**config.mk**
```make
export PLATFORM = sky130hd
export DESIGN_NAME = dual_core_write_arbiter_flat
export DESIGN_NICKNAME = d
export VERILOG_FILES = /design/src/rtl/dual_core_write_arbiter_if.sv /design/src/rtl/dual_core_write_arbiter.sv /design/src/flat_wrapper.sv
export SDC_FILE = /design/constraint.sdc
export NUM_CORES = 1
export LEC_CHECK = 0
export BUFFER_PORTS_ARGS = -buffer_cell sky130_fd_sc_hd__buf_2
export CAP_MARGIN = 20
export CORE_UTILIZATION = 31
export DETAILED_ROUTE_END_ITERATION = 7
export PLACE_DENSITY = 0.57
export SYNTH_ARGS = -nofsm -noshare
export SYNTH_HDL_FRONTEND = slang
export SYNTH_SLANG_ARGS = --single-unit
export TNS_END_PERCENT = 100
```
**constraint.sdc**
```tcl
create_clock -name clk -period 6.6 [get_ports clk]
set_input_delay 1.32 -clock clk [delete_from_list [all_inputs] [get_ports clk]]
set_output_delay 1.32 -clock clk [all_outputs]
set_load 0.02 [all_outputs]
```
**src/rtl/dual_core_write_arbiter_if.sv**
```systemverilog
// ============================================================================
// dual_core_write_arbiter_if : core write ports + shared array write port. Rev 1.0
// ============================================================================
`default_nettype none

interface dual_core_write_arbiter_if #(
  parameter int AW = 8,
  parameter int DW = 8
);
  logic          wr_valid0;
  logic          wr_ready0;
  logic [AW-1:0] wr_addr0;
  logic [DW-1:0] wr_data0;
  logic          wr_valid1;
  logic          wr_ready1;
  logic [AW-1:0] wr_addr1;
  logic [DW-1:0] wr_data1;
  logic          mem_wvalid;
  logic          mem_wready;
  logic [AW-1:0] mem_waddr;
  logic [DW-1:0] mem_wdata;
  logic          mem_wsrc;
  logic          idle;

  modport slave (
    input  wr_valid0, wr_addr0, wr_data0,
    input  wr_valid1, wr_addr1, wr_data1,
    input  mem_wready,
    output wr_ready0, wr_ready1,
    output mem_wvalid, mem_waddr, mem_wdata, mem_wsrc, idle
  );

  modport master (
    output wr_valid0, wr_addr0, wr_data0,
    output wr_valid1, wr_addr1, wr_data1,
    output mem_wready,
    input  wr_ready0, wr_ready1,
    input  mem_wvalid, mem_waddr, mem_wdata, mem_wsrc, idle
  );
endinterface

`default_nettype wire

```
**src/rtl/dual_core_write_arbiter.sv**
```systemverilog
// ============================================================================
// dual_core_write_arbiter : two per-core write FIFOs, round-robin onto one
// registered array write port. Rev 1.0
// ============================================================================
`default_nettype none

module dual_core_write_arbiter #(
  parameter int AW    = 8,
  parameter int DW    = 8,
  parameter int DEPTH = 4
) (
  input  wire logic                  clk,
  input  wire logic                  reset,
  dual_core_write_arbiter_if.slave   bus
);

  localparam int PW = $clog2(DEPTH);
  localparam int CW = $clog2(DEPTH + 1);

  logic [1:0]    w_valid_in;
  logic [1:0]    w_ready;
  logic [1:0]    w_push;
  logic [1:0]    w_pop;
  logic [1:0]    w_nonempty;
  logic [AW-1:0] w_addr_in   [2];
  logic [DW-1:0] w_data_in   [2];
  logic [AW-1:0] w_head_addr [2];
  logic [DW-1:0] w_head_data [2];

  logic          w_free;
  logic          w_any;
  logic          w_gnt;

  logic          r_wvalid;
  logic [AW-1:0] r_waddr;
  logic [DW-1:0] r_wdata;
  logic          r_wsrc;
  logic          r_last_grant;

  assign w_valid_in   = {bus.wr_valid1, bus.wr_valid0};
  assign w_addr_in[0] = bus.wr_addr0;
  assign w_addr_in[1] = bus.wr_addr1;
  assign w_data_in[0] = bus.wr_data0;
  assign w_data_in[1] = bus.wr_data1;

  for (genvar g = 0; g < 2; g++) begin : g_fifo
    logic [AW-1:0] r_addr_mem [DEPTH];
    logic [DW-1:0] r_data_mem [DEPTH];
    logic [PW-1:0] r_wptr;
    logic [PW-1:0] r_rptr;
    logic [CW-1:0] r_count;

    // Ready comes from the registered count only, so it never depends on mem_wready.
    assign w_ready[g]     = (r_count != CW'(DEPTH));
    assign w_nonempty[g]  = (r_count != '0);
    assign w_push[g]      = w_valid_in[g] && w_ready[g];
    assign w_head_addr[g] = r_addr_mem[r_rptr];
    assign w_head_data[g] = r_data_mem[r_rptr];

    always_ff @(posedge clk) begin
      if (w_push[g]) begin
        r_addr_mem[r_wptr] <= w_addr_in[g];
        r_data_mem[r_wptr] <= w_data_in[g];
      end
    end

    always_ff @(posedge clk or negedge reset) begin
      if (!reset) begin
        r_wptr  <= '0;
        r_rptr  <= '0;
        r_count <= '0;
      end else begin
        if (w_push[g]) r_wptr <= r_wptr + PW'(1);
        if (w_pop[g])  r_rptr <= r_rptr + PW'(1);
        case ({w_push[g], w_pop[g]})
          2'b10:   r_count <= r_count + CW'(1);
          2'b01:   r_count <= r_count - CW'(1);
          default: r_count <= r_count;
        endcase
      end
    end
  end

  // With both cores pending, the one not granted last time goes next.
  always_comb begin
    w_free = !r_wvalid || bus.mem_wready;
    w_any  = |w_nonempty;
    w_gnt  = (&w_nonempty) ? ~r_last_grant : w_nonempty[1];
    w_pop  = '0;
    if (w_free && w_any) w_pop[w_gnt] = 1'b1;
  end

  always_ff @(posedge clk or negedge reset) begin
    if (!reset) begin
      r_wvalid     <= 1'b0;
      r_waddr      <= '0;
      r_wdata      <= '0;
      r_wsrc       <= 1'b0;
      r_last_grant <= 1'b1;
    end else if (w_free) begin
      if (w_any) begin
        r_wvalid     <= 1'b1;
        r_waddr      <= w_head_addr[w_gnt];
        r_wdata      <= w_head_data[w_gnt];
        r_wsrc       <= w_gnt;
        r_last_grant <= w_gnt;
      end else begin
        r_wvalid     <= 1'b0;
      end
    end
  end

  assign bus.wr_ready0  = w_ready[0];
  assign bus.wr_ready1  = w_ready[1];
  assign bus.mem_wvalid = r_wvalid;
  assign bus.mem_waddr  = r_waddr;
  assign bus.mem_wdata  = r_wdata;
  assign bus.mem_wsrc   = r_wsrc;
  assign bus.idle       = !w_any && !r_wvalid;

endmodule

`default_nettype wire

```
**src/flat_wrapper.sv**
```systemverilog
// flat-port wrapper written by rule: the top's interface ports become plain ports
module dual_core_write_arbiter_flat 
#(
  parameter int AW    = 8,
  parameter int DW    = 8,
  parameter int DEPTH = 4
)
  (clk, reset, bus_wr_valid0, bus_wr_addr0, bus_wr_data0, bus_wr_valid1, bus_wr_addr1, bus_wr_data1, bus_mem_wready, bus_wr_ready0, bus_wr_ready1, bus_mem_wvalid, bus_mem_waddr, bus_mem_wdata, bus_mem_wsrc, bus_idle);
  dual_core_write_arbiter_if #(.AW(AW), .DW(DW)) bus_i ();
  input  wire logic clk;
  input  wire logic reset;
  input wire logic [$bits(bus_i.wr_valid0)-1:0] bus_wr_valid0;
  input wire logic [$bits(bus_i.wr_addr0)-1:0] bus_wr_addr0;
  input wire logic [$bits(bus_i.wr_data0)-1:0] bus_wr_data0;
  input wire logic [$bits(bus_i.wr_valid1)-1:0] bus_wr_valid1;
  input wire logic [$bits(bus_i.wr_addr1)-1:0] bus_wr_addr1;
  input wire logic [$bits(bus_i.wr_data1)-1:0] bus_wr_data1;
  input wire logic [$bits(bus_i.mem_wready)-1:0] bus_mem_wready;
  output wire logic [$bits(bus_i.wr_ready0)-1:0] bus_wr_ready0;
  output wire logic [$bits(bus_i.wr_ready1)-1:0] bus_wr_ready1;
  output wire logic [$bits(bus_i.mem_wvalid)-1:0] bus_mem_wvalid;
  output wire logic [$bits(bus_i.mem_waddr)-1:0] bus_mem_waddr;
  output wire logic [$bits(bus_i.mem_wdata)-1:0] bus_mem_wdata;
  output wire logic [$bits(bus_i.mem_wsrc)-1:0] bus_mem_wsrc;
  output wire logic [$bits(bus_i.idle)-1:0] bus_idle;
  assign bus_i.wr_valid0 = bus_wr_valid0;
  assign bus_i.wr_addr0 = bus_wr_addr0;
  assign bus_i.wr_data0 = bus_wr_data0;
  assign bus_i.wr_valid1 = bus_wr_valid1;
  assign bus_i.wr_addr1 = bus_wr_addr1;
  assign bus_i.wr_data1 = bus_wr_data1;
  assign bus_i.mem_wready = bus_mem_wready;
  assign bus_wr_ready0 = bus_i.wr_ready0;
  assign bus_wr_ready1 = bus_i.wr_ready1;
  assign bus_mem_wvalid = bus_i.mem_wvalid;
  assign bus_mem_waddr = bus_i.mem_waddr;
  assign bus_mem_wdata = bus_i.mem_wdata;
  assign bus_mem_wsrc = bus_i.mem_wsrc;
  assign bus_idle = bus_i.idle;
  dual_core_write_arbiter #(.AW(AW), .DW(DW), .DEPTH(DEPTH)) u_core (.clk(clk), .reset(reset), .bus(bus_i));
endmodule
```
==> parameters.txt, run 1 <==
Parameter                              Value

Synthesis
  Dominant cell by count in the synthesized netlist    sky130_fd_sc_hd__edfxtp_1
  Count of state elements after synthesis    161
  Fraction of post-synthesis cell area in the top cell type by area    60.38%
  Most area-consuming cells after synthesis    sky130_fd_sc_hd__edfxtp_1, sky130_fd_sc_hd__dfrtp_1, sky130_fd_sc_hd__mux4_2
  Count of distinct cell types in the synthesized netlist    33
  Netlist Area Pre-Place    6366 um2
  Most instantiated flip-flop cell in the synthesis netlist    sky130_fd_sc_hd__edfxtp_1
  Top post-synthesis cells by count    sky130_fd_sc_hd__edfxtp_1, sky130_fd_sc_hd__dfrtp_1, sky130_fd_sc_hd__mux4_2, sky130_fd_sc_hd__and4_1, sky130_fd_sc_hd__inv_1
  Synth area leader    sky130_fd_sc_hd__edfxtp_1
  Syn Nets    366
  Avg Synthesized Cell Area    20.08 um2
  Number of synthesized flops with an enable pin    128
  Number of cells produced by synthesis    317
  Share of synthesized flip-flops with an asynchronous set or reset    20.50%
  Post-synthesis sequential area ratio    73.37%
  Yosys warning total    0

Die
  I/O pin total    58
  Number of placement rows    52
  Floorplan Core Area    20170 um2
  Die Area    21110 um2
  Die outline height    145.3 um
  Horiz. Die Dim    145.3 um
  Initial Utilization    31.56%

GRT
  Via count of the first global-routing pass    3256
  Overflow left after global routing    0
  All-Layer GR Usage    12.15%
  Maximum number of pins on one net before global-route repair    34
  Wire length of the first global-routing pass    18600 um
  Initial antenna violation count    1

Power and ir drop
  Power density over the cells    459.7 nW/um2
  Worst IR Drop VDD    0.0002111 V
  Total leakage power    2.706 nW

Worst setup path
  RR Endpoint    u_core.g_fifo[0].r_count[2]
  Reg-to-reg slack, setup    3.88 ns
  Endpoint kind of the worst setup timing path    register
  Arrival time reported for the critical path endpoint    3.67 ns
  Reg-to-Reg Start    u_core.bus.mem_wvalid
  Critical Path Start Type    input pin
  Maximum fanout along the worst path    23
  Type of the worst setup path    input pin to register
  Worst endpoint required time    6.94 ns
  Worst-case reg-to-reg path depth    8

Drt
  Post-DRT Antenna Nets    0
  Length of the first detailed-routing pass in iterations    4
  Detailed router's first-iteration violation count    190
  Drt via density    4.662
  Total Wirelength    11910 um
  Average detailed-routed wire length per instance    17.99 um
  Drc violations    0
  Total via count after detailed routing    3086

Clock tree
  Maximum count of clock buffers along a single path    2
  Post-CTS setup repair buffer count    0
  # H-tree levels    4
  Root Buffer    sky130_fd_sc_hd__clkbuf_16
  Number of buffers inserted during clock tree synthesis    17
  # hold bufs at CTS    0
  Clk sink count    161
  Latest clock arrival within the worst-skew pair    0.42 ns
  Clock-pin slew on the worst setup and hold paths    0.06 ns
  Resized Gates After CTS    0
  Clock tree from TritonCTS    yes

Timing
  Final hold violation count    0
  Upper clock frequency limit    0.2998 GHz
  Final Critical Period    3.336 ns
  RSZ-0062 raised after global routing    no
  Final setup violating endpoints    0
  Final hold slack    0.4971 ns
  Max-slew violation count    0
  Worst-Margin Slew    0.9033 ns
  Post-route fraction of the period consumed by the critical path    50.54%
  Final setup skew    0.007747 ns
  Slew headroom    39.78%
  Min setup slack post-route    3.264 ns
  Total negative slack    0 ns

Finish
  Cell Count, Final, Fillers Out    662
  Register area    4671 um2
  Layout net count    428
  Syn-to-layout area delta    17.06%
  Antenna cells    0
  Layout cells sized above 1    33.93%
  Multi-input gate area in the final layout    1529 um2
  Filler Cell Count    1908
  Post-layout utilization of the core    36.95%

Place
  Detailed placer's ending HPWL    8259 um
  Placed instance count    630
  Pre-CTS setup slack    2.839 ns
  Number of buffers inserted by port buffering    57
  Placer Congestion    0.7174

Worst hold path
  Endpoint with the worst hold slack    u_core.g_fifo[0].r_rptr[0]
  Worst min path class    register to register
  Launch instance of the worst min-delay path    u_core.g_fifo[0].r_rptr[0]
  Hold Path Stages    1

Job
  Maximum Capacitance Violations    0

Outcome
  Run status    completed
-- metrics by stage --
step | instance area [um2] | power, mW
after detailed placement | 6922 | 2.598
after CTS | 7452 | 3.486
final | 7452 | 3.426
after floorplan | 6366 | 2.268
after global routing | 7452 | 3.614
after global placement | 6894 | 2.548
-- metal layers --
layer  vias up  GRT usage, %  share of wire [%]
met3        15         3.994                4.3
met4         2         4.105                1.2
met2        66         19.28                 49
li1       1411             -                  -
met1      1592         15.69                 45
met5         -             0               0.11
-- logic make-up (layout without fill, tap and decap cells) --
logic type	after synthesis	after routing	share of synthesized area, %
AND/OR/NAND/NOR	41	41	4.442
adder cells (fa/ha/maj)	12	12	2.594
AO/OA/AOI/OAI	25	25	3.656
flip-flops	161	161	73.37
XOR/XNOR	12	12	1.651
buffers and inverters	32	107	2.614
multiplexers	34	34	11.67
-- worst max path at each step --
stage                    from                           to  slack (ns)  depth (start not counted)
6_report       bus_mem_wready  u_core.g_fifo[0].r_count[2]        3.26                          9
5_1_grt        bus_mem_wready  u_core.g_fifo[0].r_count[2]        3.05                          9
4_1_cts        bus_mem_wready  u_core.g_fifo[0].r_count[2]        3.28                          9
3_5_place_dp   bus_mem_wready  u_core.g_fifo[0].r_count[2]        2.84                          9
3_3_place_gp   bus_mem_wready  u_core.g_fifo[0].r_count[2]        2.90                          9
2_1_floorplan  bus_mem_wready  u_core.g_fifo[1].r_count[2]        3.59                         10
-- area by class of cell --
cell class	instances	area share, %
clock buffer	20	5.860
inverter	15	0.7555
multi-input combinational	124	20.52
tap	270	4.533
sequential	161	62.68
clock inverter	12	1.259
timing repair buffer	60	4.399
-- placed cells by master, fill, tap and decap left out, drive strengths merged, types with 2 or more instances in the layout --
| cell type | n |
|---|---|
| and2 | 2 |
| xor2 | 5 |
| or3 | 2 |
| ha | 10 |
| fa | 2 |
| clkinv | 10 |
| mux4 | 32 |
| mux2 | 2 |
| and3 | 8 |
| inv | 16 |
| and4 | 16 |
| nor3 | 2 |
| clkbuf | 20 |
| a221o | 16 |
| o21ai | 5 |
| nor2 | 3 |
| dfrtp | 32 |
| xnor2 | 7 |
| nand2 | 3 |
| buf | 60 |
| or3b | 2 |
| edfxtp | 128 |
-- sequential cells by signal, indices dropped and copies added, names as in the netlist --
register                  count
u_core.g_fifo.r_wptr          4
u_core.g_fifo.r_count         6
u_core.bus.mem_wsrc           1
u_core.g_fifo.r_addr_mem     64
u_core.bus.mem_wvalid         1
u_core.r_last_grant           1
u_core.g_fifo.r_rptr          4
u_core.bus.mem_wdata          8
u_core.bus.mem_waddr          8
u_core.g_fifo.r_data_mem     64
-- critical path, stage by stage --
cell                       delay, ns
sky130_fd_sc_hd__buf_2          0.07
sky130_fd_sc_hd__nand2b_1       0.52
sky130_fd_sc_hd__o211a_1        0.61
sky130_fd_sc_hd__ha_1           0.27
sky130_fd_sc_hd__inv_1          0.06
sky130_fd_sc_hd__fa_1           0.37
sky130_fd_sc_hd__xor2_1         0.17
sky130_fd_sc_hd__nor2_1         0.11
sky130_fd_sc_hd__xor2_1         0.15
-- where the power goes --
part	internal, mW	switching [mW]	leakage, nW	total (mW)
logic	0.468	0.515	0.870	0.983
clock network	0.513	0.368	0.271	0.881
registers	1.38	0.178	1.56	1.56
Note: power is estimated with default switching activity, not from simulation.
==> run 2: changes to the inputs <==
--- a/config.mk
+++ b/config.mk
@@ -9,7 +9,7 @@
 export CAP_MARGIN = 20
 export CORE_UTILIZATION = 31
 export DETAILED_ROUTE_END_ITERATION = 7
-export PLACE_DENSITY = 0.57
+export PLACE_DENSITY = 0.59
 export SYNTH_ARGS = -nofsm -noshare
 export SYNTH_HDL_FRONTEND = slang
 export SYNTH_SLANG_ARGS = --single-unit
==> constraint.sdc (replaced) <==
create_clock -name clk -period 3 [get_ports clk]
set_input_delay 0.6 -clock clk [delete_from_list [all_inputs] [get_ports clk]]
set_output_delay 0.6 -clock clk [all_outputs]
set_load 0.02 [all_outputs]
==> run 2 against run 1 <==
Hold slack got worse by 0.22 ns. Register-to-register slack got worse by 3.2 ns. Global-route usage rose by 0.29 points. Combinational power rose by 120%. Clock-buffer cell count fell by 2. Critical path depth fell by 5. Sequential share of layout area fell by 0.73 points. Final cell count rose by 0.91%. Die area did not move. Clock power rose by 150%. Setup slack got worse by 2.7 ns. Sequential power rose by 120%. Critical path type is now register to output port. Largest cell class unchanged.
==> parameters.txt, run 2 (same netlist as run 1, synthesis figures left out) <==
Parameter                              Value

Outcome
  Run status    completed

Clock tree
  Resized Gates After CTS    0
  Root Buffer    sky130_fd_sc_hd__clkbuf_16
  Post-CTS setup repair buffer count    0
  # H-tree levels    4
  Latest clock arrival within the worst-skew pair    0.42 ns
  Maximum count of clock buffers along a single path    2
  Clock tree from TritonCTS    yes
  Clock-pin slew on the worst setup and hold paths    0.06 ns
  Number of buffers inserted during clock tree synthesis    17
  # hold bufs at CTS    0
  Clk sink count    161

Timing
  Slew headroom    37.18%
  Upper clock frequency limit    0.4179 GHz
  Final setup skew    0.005513 ns
  Post-route fraction of the period consumed by the critical path    79.77%
  Worst-Margin Slew    0.9423 ns
  Max-slew violation count    0
  Final Critical Period    2.393 ns
  RSZ-0062 raised after global routing    no
  Final setup violating endpoints    0
  Final hold violation count    0
  Total negative slack    0 ns

Worst setup path
  Type of the worst setup path    register to output port
  Reg-to-reg slack, setup    0.67 ns
  Worst-case reg-to-reg path depth    10
  Arrival time reported for the critical path endpoint    1.79 ns
  Reg-to-Reg Start    u_core.g_fifo[0].r_count[0]
  Endpoint kind of the worst setup timing path    output port
  Worst endpoint required time    2.40 ns
  Critical Path Start Type    register
  Maximum fanout along the worst path    21
  RR Endpoint    u_core.g_fifo[1].r_count[2]

Place
  Detailed placer's ending HPWL    8321 um
  Number of buffers inserted by port buffering    57
  Placer Congestion    0.7128

Finish
  Leading registers by flop count    u_core.g_fifo.r_addr_mem: 64 flops, u_core.g_fifo.r_data_mem: 64 flops
  Filler Cell Count    1883
  Syn-to-layout area delta    18.44%
  Layout net count    433
  Layout cells sized above 1    33.75%
  Leading cell type in the layout, fill and taps excluded    sky130_fd_sc_hd__edfxtp_1
  Commonest cells after routing, fill and taps aside    sky130_fd_sc_hd__edfxtp_1, sky130_fd_sc_hd__buf_2, sky130_fd_sc_hd__mux4_2, sky130_fd_sc_hd__dfrtp_1, sky130_fd_sc_hd__clkbuf_16

GRT
  Maximum number of pins on one net before global-route repair    34
  Overflow left after global routing    0
  Wire length of the first global-routing pass    19550 um
  All-Layer GR Usage    12.44%
  Initial antenna violation count    1
  Via count of the first global-routing pass    3441

Die
  Die Area    21110 um2
  I/O pin total    58
  Floorplan Core Area    20170 um2
  Number of placement rows    52
  Initial Utilization    31.56%
  Horiz. Die Dim    145.3 um
  Die outline height    145.3 um

Power and ir drop
  Power after layout    7.783 mW
  Worst IR Drop VDD    0.0004330 V
  Power density over the cells    1032 nW/um2
  Total leakage power    2.741 nW

Drt
  Drt via density    4.757
  Total Wirelength    12340 um
  Total via count after detailed routing    3178
  Length of the first detailed-routing pass in iterations    4
  Drc violations    0
  Detailed router's first-iteration violation count    191
  Post-DRT Antenna Nets    0
  Average detailed-routed wire length per instance    18.47 um

Worst hold path
  Worst min path class    input pin to async pin

Job
  Maximum Capacitance Violations    0
[run 2: per-stage QoR]
step | utilization (%) | setup slack [ns] | instances | instance area [um2] | hold WS (ns)
after global placement | 34.40 | 0.7771 | 635 | 6939 | 0.4877
final | 37.38 | 0.6070 | 668 | 7540 | 0.2780
after detailed placement | 34.40 | 0.6909 | 635 | 6939 | 0.4993
after floorplan | - | 0.5768 | 317 | 6366 | 0.3044
after global routing | 37.37 | 0.4910 | 667 | 7537 | 0.3238
after CTS | 37.37 | 0.5861 | 667 | 7537 | 0.2830
[run 2: worst max-delay path by stage]
| stage | start | endpoint | slack, ns |
|---|---|---|---|
| after detailed placement | u_core.g_fifo[0].r_count[1] | u_core.g_fifo[0].r_count[2] | 0.69 |
| after global placement | u_core.g_fifo[0].r_count[0] | u_core.g_fifo[1].r_count[2] | 0.78 |
| final | u_core.g_fifo[1].r_count[0] | bus_idle | 0.61 |
| after floorplan | u_core.g_fifo[0].r_count[0] | u_core.g_fifo[1].r_count[2] | 0.58 |
| after CTS | u_core.g_fifo[1].r_count[0] | bus_idle | 0.59 |
| after global routing | u_core.g_fifo[1].r_count[0] | bus_idle | 0.49 |
[run 2: layer usage]
| metal | wire length (um) | track usage [%] | up-vias |
|---|---|---|---|
| met5 | 10 | 0 | - |
| met1 | 5400 | 15.48 | 1669 |
| met4 | 204 | 4.842 | 2 |
| li1 | - | - | 1422 |
| met3 | 506 | 3.365 | 22 |
| met2 | 6214 | 20.67 | 63 |
[run 2: where the power goes]
group	internal, mW	switching (mW)
Combinational	1.03	1.18
Clock	1.37	0.805
Sequential	3.04	0.359
[run 2: layout make-up]
cell class              instances  area, um2  area share [%]
flip-flops and latches        161       4671           61.95
multi-input cells             124       1529           20.28
clock buffers                  18      429.2           5.692
repair buffers                 65      345.3           4.580
well taps                     270      337.8           4.481
clock inverters                14      168.9           2.240
inverters                      15      56.30          0.7468
diodes                          1      2.502         0.03319
[run 2: worst max-delay path, stage by stage (launching register included)]
cell and delay [ns]:
sky130_fd_sc_hd__dfrtp_1 0.43, sky130_fd_sc_hd__or3_1 0.38, sky130_fd_sc_hd__buf_4 0.21, sky130_fd_sc_hd__nor3_1 0.16
sky130_fd_sc_hd__buf_2 0.19
==> run 3: changes to the inputs <==
--- a/config.mk
+++ b/config.mk
@@ -9,7 +9,7 @@
 export CAP_MARGIN = 20
 export CORE_UTILIZATION = 31
 export DETAILED_ROUTE_END_ITERATION = 7
-export PLACE_DENSITY = 0.59
+export PLACE_DENSITY = 0.57
 export SYNTH_ARGS = -nofsm -noshare
 export SYNTH_HDL_FRONTEND = slang
 export SYNTH_SLANG_ARGS = --single-unit
==> constraint.sdc (replaced) <==
create_clock -name clk -period 2.4 [get_ports clk]
set_input_delay 0.48 -clock clk [delete_from_list [all_inputs] [get_ports clk]]
set_output_delay 0.48 -clock clk [all_outputs]
set_load 0.02 [all_outputs]
==> run 3 against run 2 <==
Core utilization rose by 0.67 points. Clock power rose by 27%. Flip-flop and latch count did not move. Critical path type unchanged. Critical endpoint unchanged. Highest routed layer unchanged.
==> parameters.txt, run 3 (same netlist as run 1, synthesis figures left out) <==
Parameter                              Value

Outcome
  Run status    completed

Worst setup path
  Worst endpoint required time    1.92 ns
  Reg-to-Reg Start    u_core.g_fifo[0].r_count[0]
  Arrival time reported for the critical path endpoint    1.80 ns
  Endpoint kind of the worst setup timing path    output port
  CP peak stage delay    0.41 ns
  Launch point of the worst path    u_core.g_fifo[1].r_count[2]
  Maximum fanout along the worst path    21
  Dominant delay contributor by cell family on the critical path    simple AND/OR/NAND/NOR gates
  CP bufs+invs    2
  Type of the worst setup path    register to output port
  CP cell instances    or3_1 > buf_4 > nor3_1 > buf_2
  Critical-path top delay cell    sky130_fd_sc_hd__dfrtp_1
  Critical Path Start Type    register

Timing
  Worst-Margin Slew    0.7350 ns
  Final setup violating endpoints    0
  Total negative slack    0 ns
  RSZ-0062 raised after global routing    no
  Final Critical Period    2.282 ns
  Max-slew violation count    0
  Upper clock frequency limit    0.4383 GHz
  Final hold violation count    0
  Post-route fraction of the period consumed by the critical path    95.07%
  Slew headroom    51.00%
  Final setup skew    0.007152 ns

Power and ir drop
  Total leakage power    2.820 nW
  Worst IR Drop VDD    0.0006212 V
  Power density over the cells    1291 nW/um2

Drt
  Drc violations    0
  Detailed router's first-iteration violation count    224
  Total via count after detailed routing    3161
  Drt via density    4.642
  Total Wirelength    11900 um
  Post-DRT Antenna Nets    0
  Average detailed-routed wire length per instance    17.47 um
  Length of the first detailed-routing pass in iterations    6

Finish
  Leading registers by flop count    u_core.g_fifo.r_addr_mem: 64 flops, u_core.g_fifo.r_data_mem: 64 flops
  Cell Count, Final, Fillers Out    681
  Multi-input gate area in the final layout    1536 um2
  Syn-to-layout area delta    20.56%
  Leading cell type in the layout, fill and taps excluded    sky130_fd_sc_hd__edfxtp_1
  Layout cells sized above 1    37.56%
  Layout net count    446
  Register area    4672 um2
  Filler Cell Count    1850
  Post-layout utilization of the core    38.05%
  Commonest cells after routing, fill and taps aside    sky130_fd_sc_hd__edfxtp_1, sky130_fd_sc_hd__buf_2, sky130_fd_sc_hd__mux4_2

Clock tree
  Number of buffers inserted during clock tree synthesis    17
  # H-tree levels    4
  Latest clock arrival within the worst-skew pair    0.42 ns
  Root Buffer    sky130_fd_sc_hd__clkbuf_16
  Clock tree from TritonCTS    yes
  Clk sink count    161
  Maximum count of clock buffers along a single path    2
  Clock-pin slew on the worst setup and hold paths    0.06 ns
  # hold bufs at CTS    0

Die
  Initial Utilization    31.56%
  Horiz. Die Dim    145.3 um
  Die Area    21110 um2
  Number of placement rows    52
  I/O pin total    58
  Die outline height    145.3 um
  Floorplan Core Area    20170 um2

GRT
  Met3 usage in global routing    3.899%
  Met2 capacity usage during global routing    19.33%
  Maximum number of pins on one net before global-route repair    34
  Met1 track demand over resource    15.63%
  Routing layer with the top usage in global route    met2
  Via count of the first global-routing pass    3344
  All-Layer GR Usage    12.21%
  Wire length of the first global-routing pass    19130 um
  Overflow left after global routing    0
  Initial antenna violation count    3

Place
  Detailed placer's ending HPWL    8274 um
  Number of buffers inserted by port buffering    57
  Placer Congestion    0.7126
  Placed instance count    645

Worst hold path
  Worst min path class    input pin to async pin

Job
  Maximum Capacitance Violations    0
-- run 3: cell types whose count changed in the layout (fill, tap and decap cells not counted), sizes merged --
cell	delta
buf	+13
clkinv	-2
inv	+2
-- run 3: routing by layer --
metal / routed length, um / vias to the layer above
met5: 19 / -
met4: 166 / 4
met3: 565 / 18
met2: 5890 / 60
met1: 5254 / 1628
li1: - / 1451
-- run 3: through the flow --
stage | area (um2) | power (mW) | hold slack [ns] | setup slack, ns
finish | 7675 | 9.910 | 0.1202 | 0.1183
global route | 7672 | 10.45 | 0.1695 | 0.005311
CTS | 7646 | 10.02 | 0.1304 | 0.07665
detailed placement | 7032 | 7.225 | 0.4729 | 0.1029
global placement | 7032 | 7.130 | 0.4706 | 0.1817
floorplan | 6371 | 6.245 | 0.1844 | 0.09055
-- run 3: what timing repair did --
action	in CTS	in global routing
endpoints found under the setup margin	0	1
gates resized for setup	0	2
setup buffers	0	3
hold endpoints to repair	0	0
-- run 3: final timing paths --
path                                                     end  slack (ns)  cells past startpoint
setup / recovery                                    bus_idle        0.12                      4
hold / removal                    u_core.g_fifo[0].r_wptr[1]        0.12                      1
setup reg to reg                 u_core.g_fifo[0].r_count[2]        0.16                      9
hold reg to reg                   u_core.g_fifo[0].r_rptr[1]        0.48                      1
max in group asynchronous        u_core.g_fifo[0].r_count[0]        1.77                      1
min in group clk           u_core.g_fifo[1].r_data_mem[1][2]        0.28                      1
-- run 3: worst reg2reg max path: stages (launching register included) --
cell,delay (ns)
sky130_fd_sc_hd__dfrtp_2,0.42
sky130_fd_sc_hd__or3b_4,0.42
sky130_fd_sc_hd__and2_1,0.20
sky130_fd_sc_hd__inv_1,0.07
sky130_fd_sc_hd__ha_1,0.17
sky130_fd_sc_hd__inv_1,0.06
sky130_fd_sc_hd__fa_1,0.38
sky130_fd_sc_hd__xor2_1,0.17
sky130_fd_sc_hd__nor2_1,0.11
sky130_fd_sc_hd__xor2_1,0.16
-- run 3: cell type report --
type                            instances  share of cell area, %
Clock buffer                           18                  5.592
Clock inverter                         14                  2.413
Tap cell                              270                  4.402
Timing Repair Buffer                   78                  5.934
Multi-Input combinational cell        124                  20.02
Sequential cell                       161                  60.87
Antenna cell                            1                0.03261
Inverter                               15                 0.7336
-- run 3: where the power goes --
part	internal, mW	switching, mW	leakage [nW]	total, mW
logic	1.41	1.61	0.957	3.02
registers	3.80	0.318	1.56	4.12
clock network	1.74	1.03	0.300	2.77
total	6.95	2.96	2.82	9.91
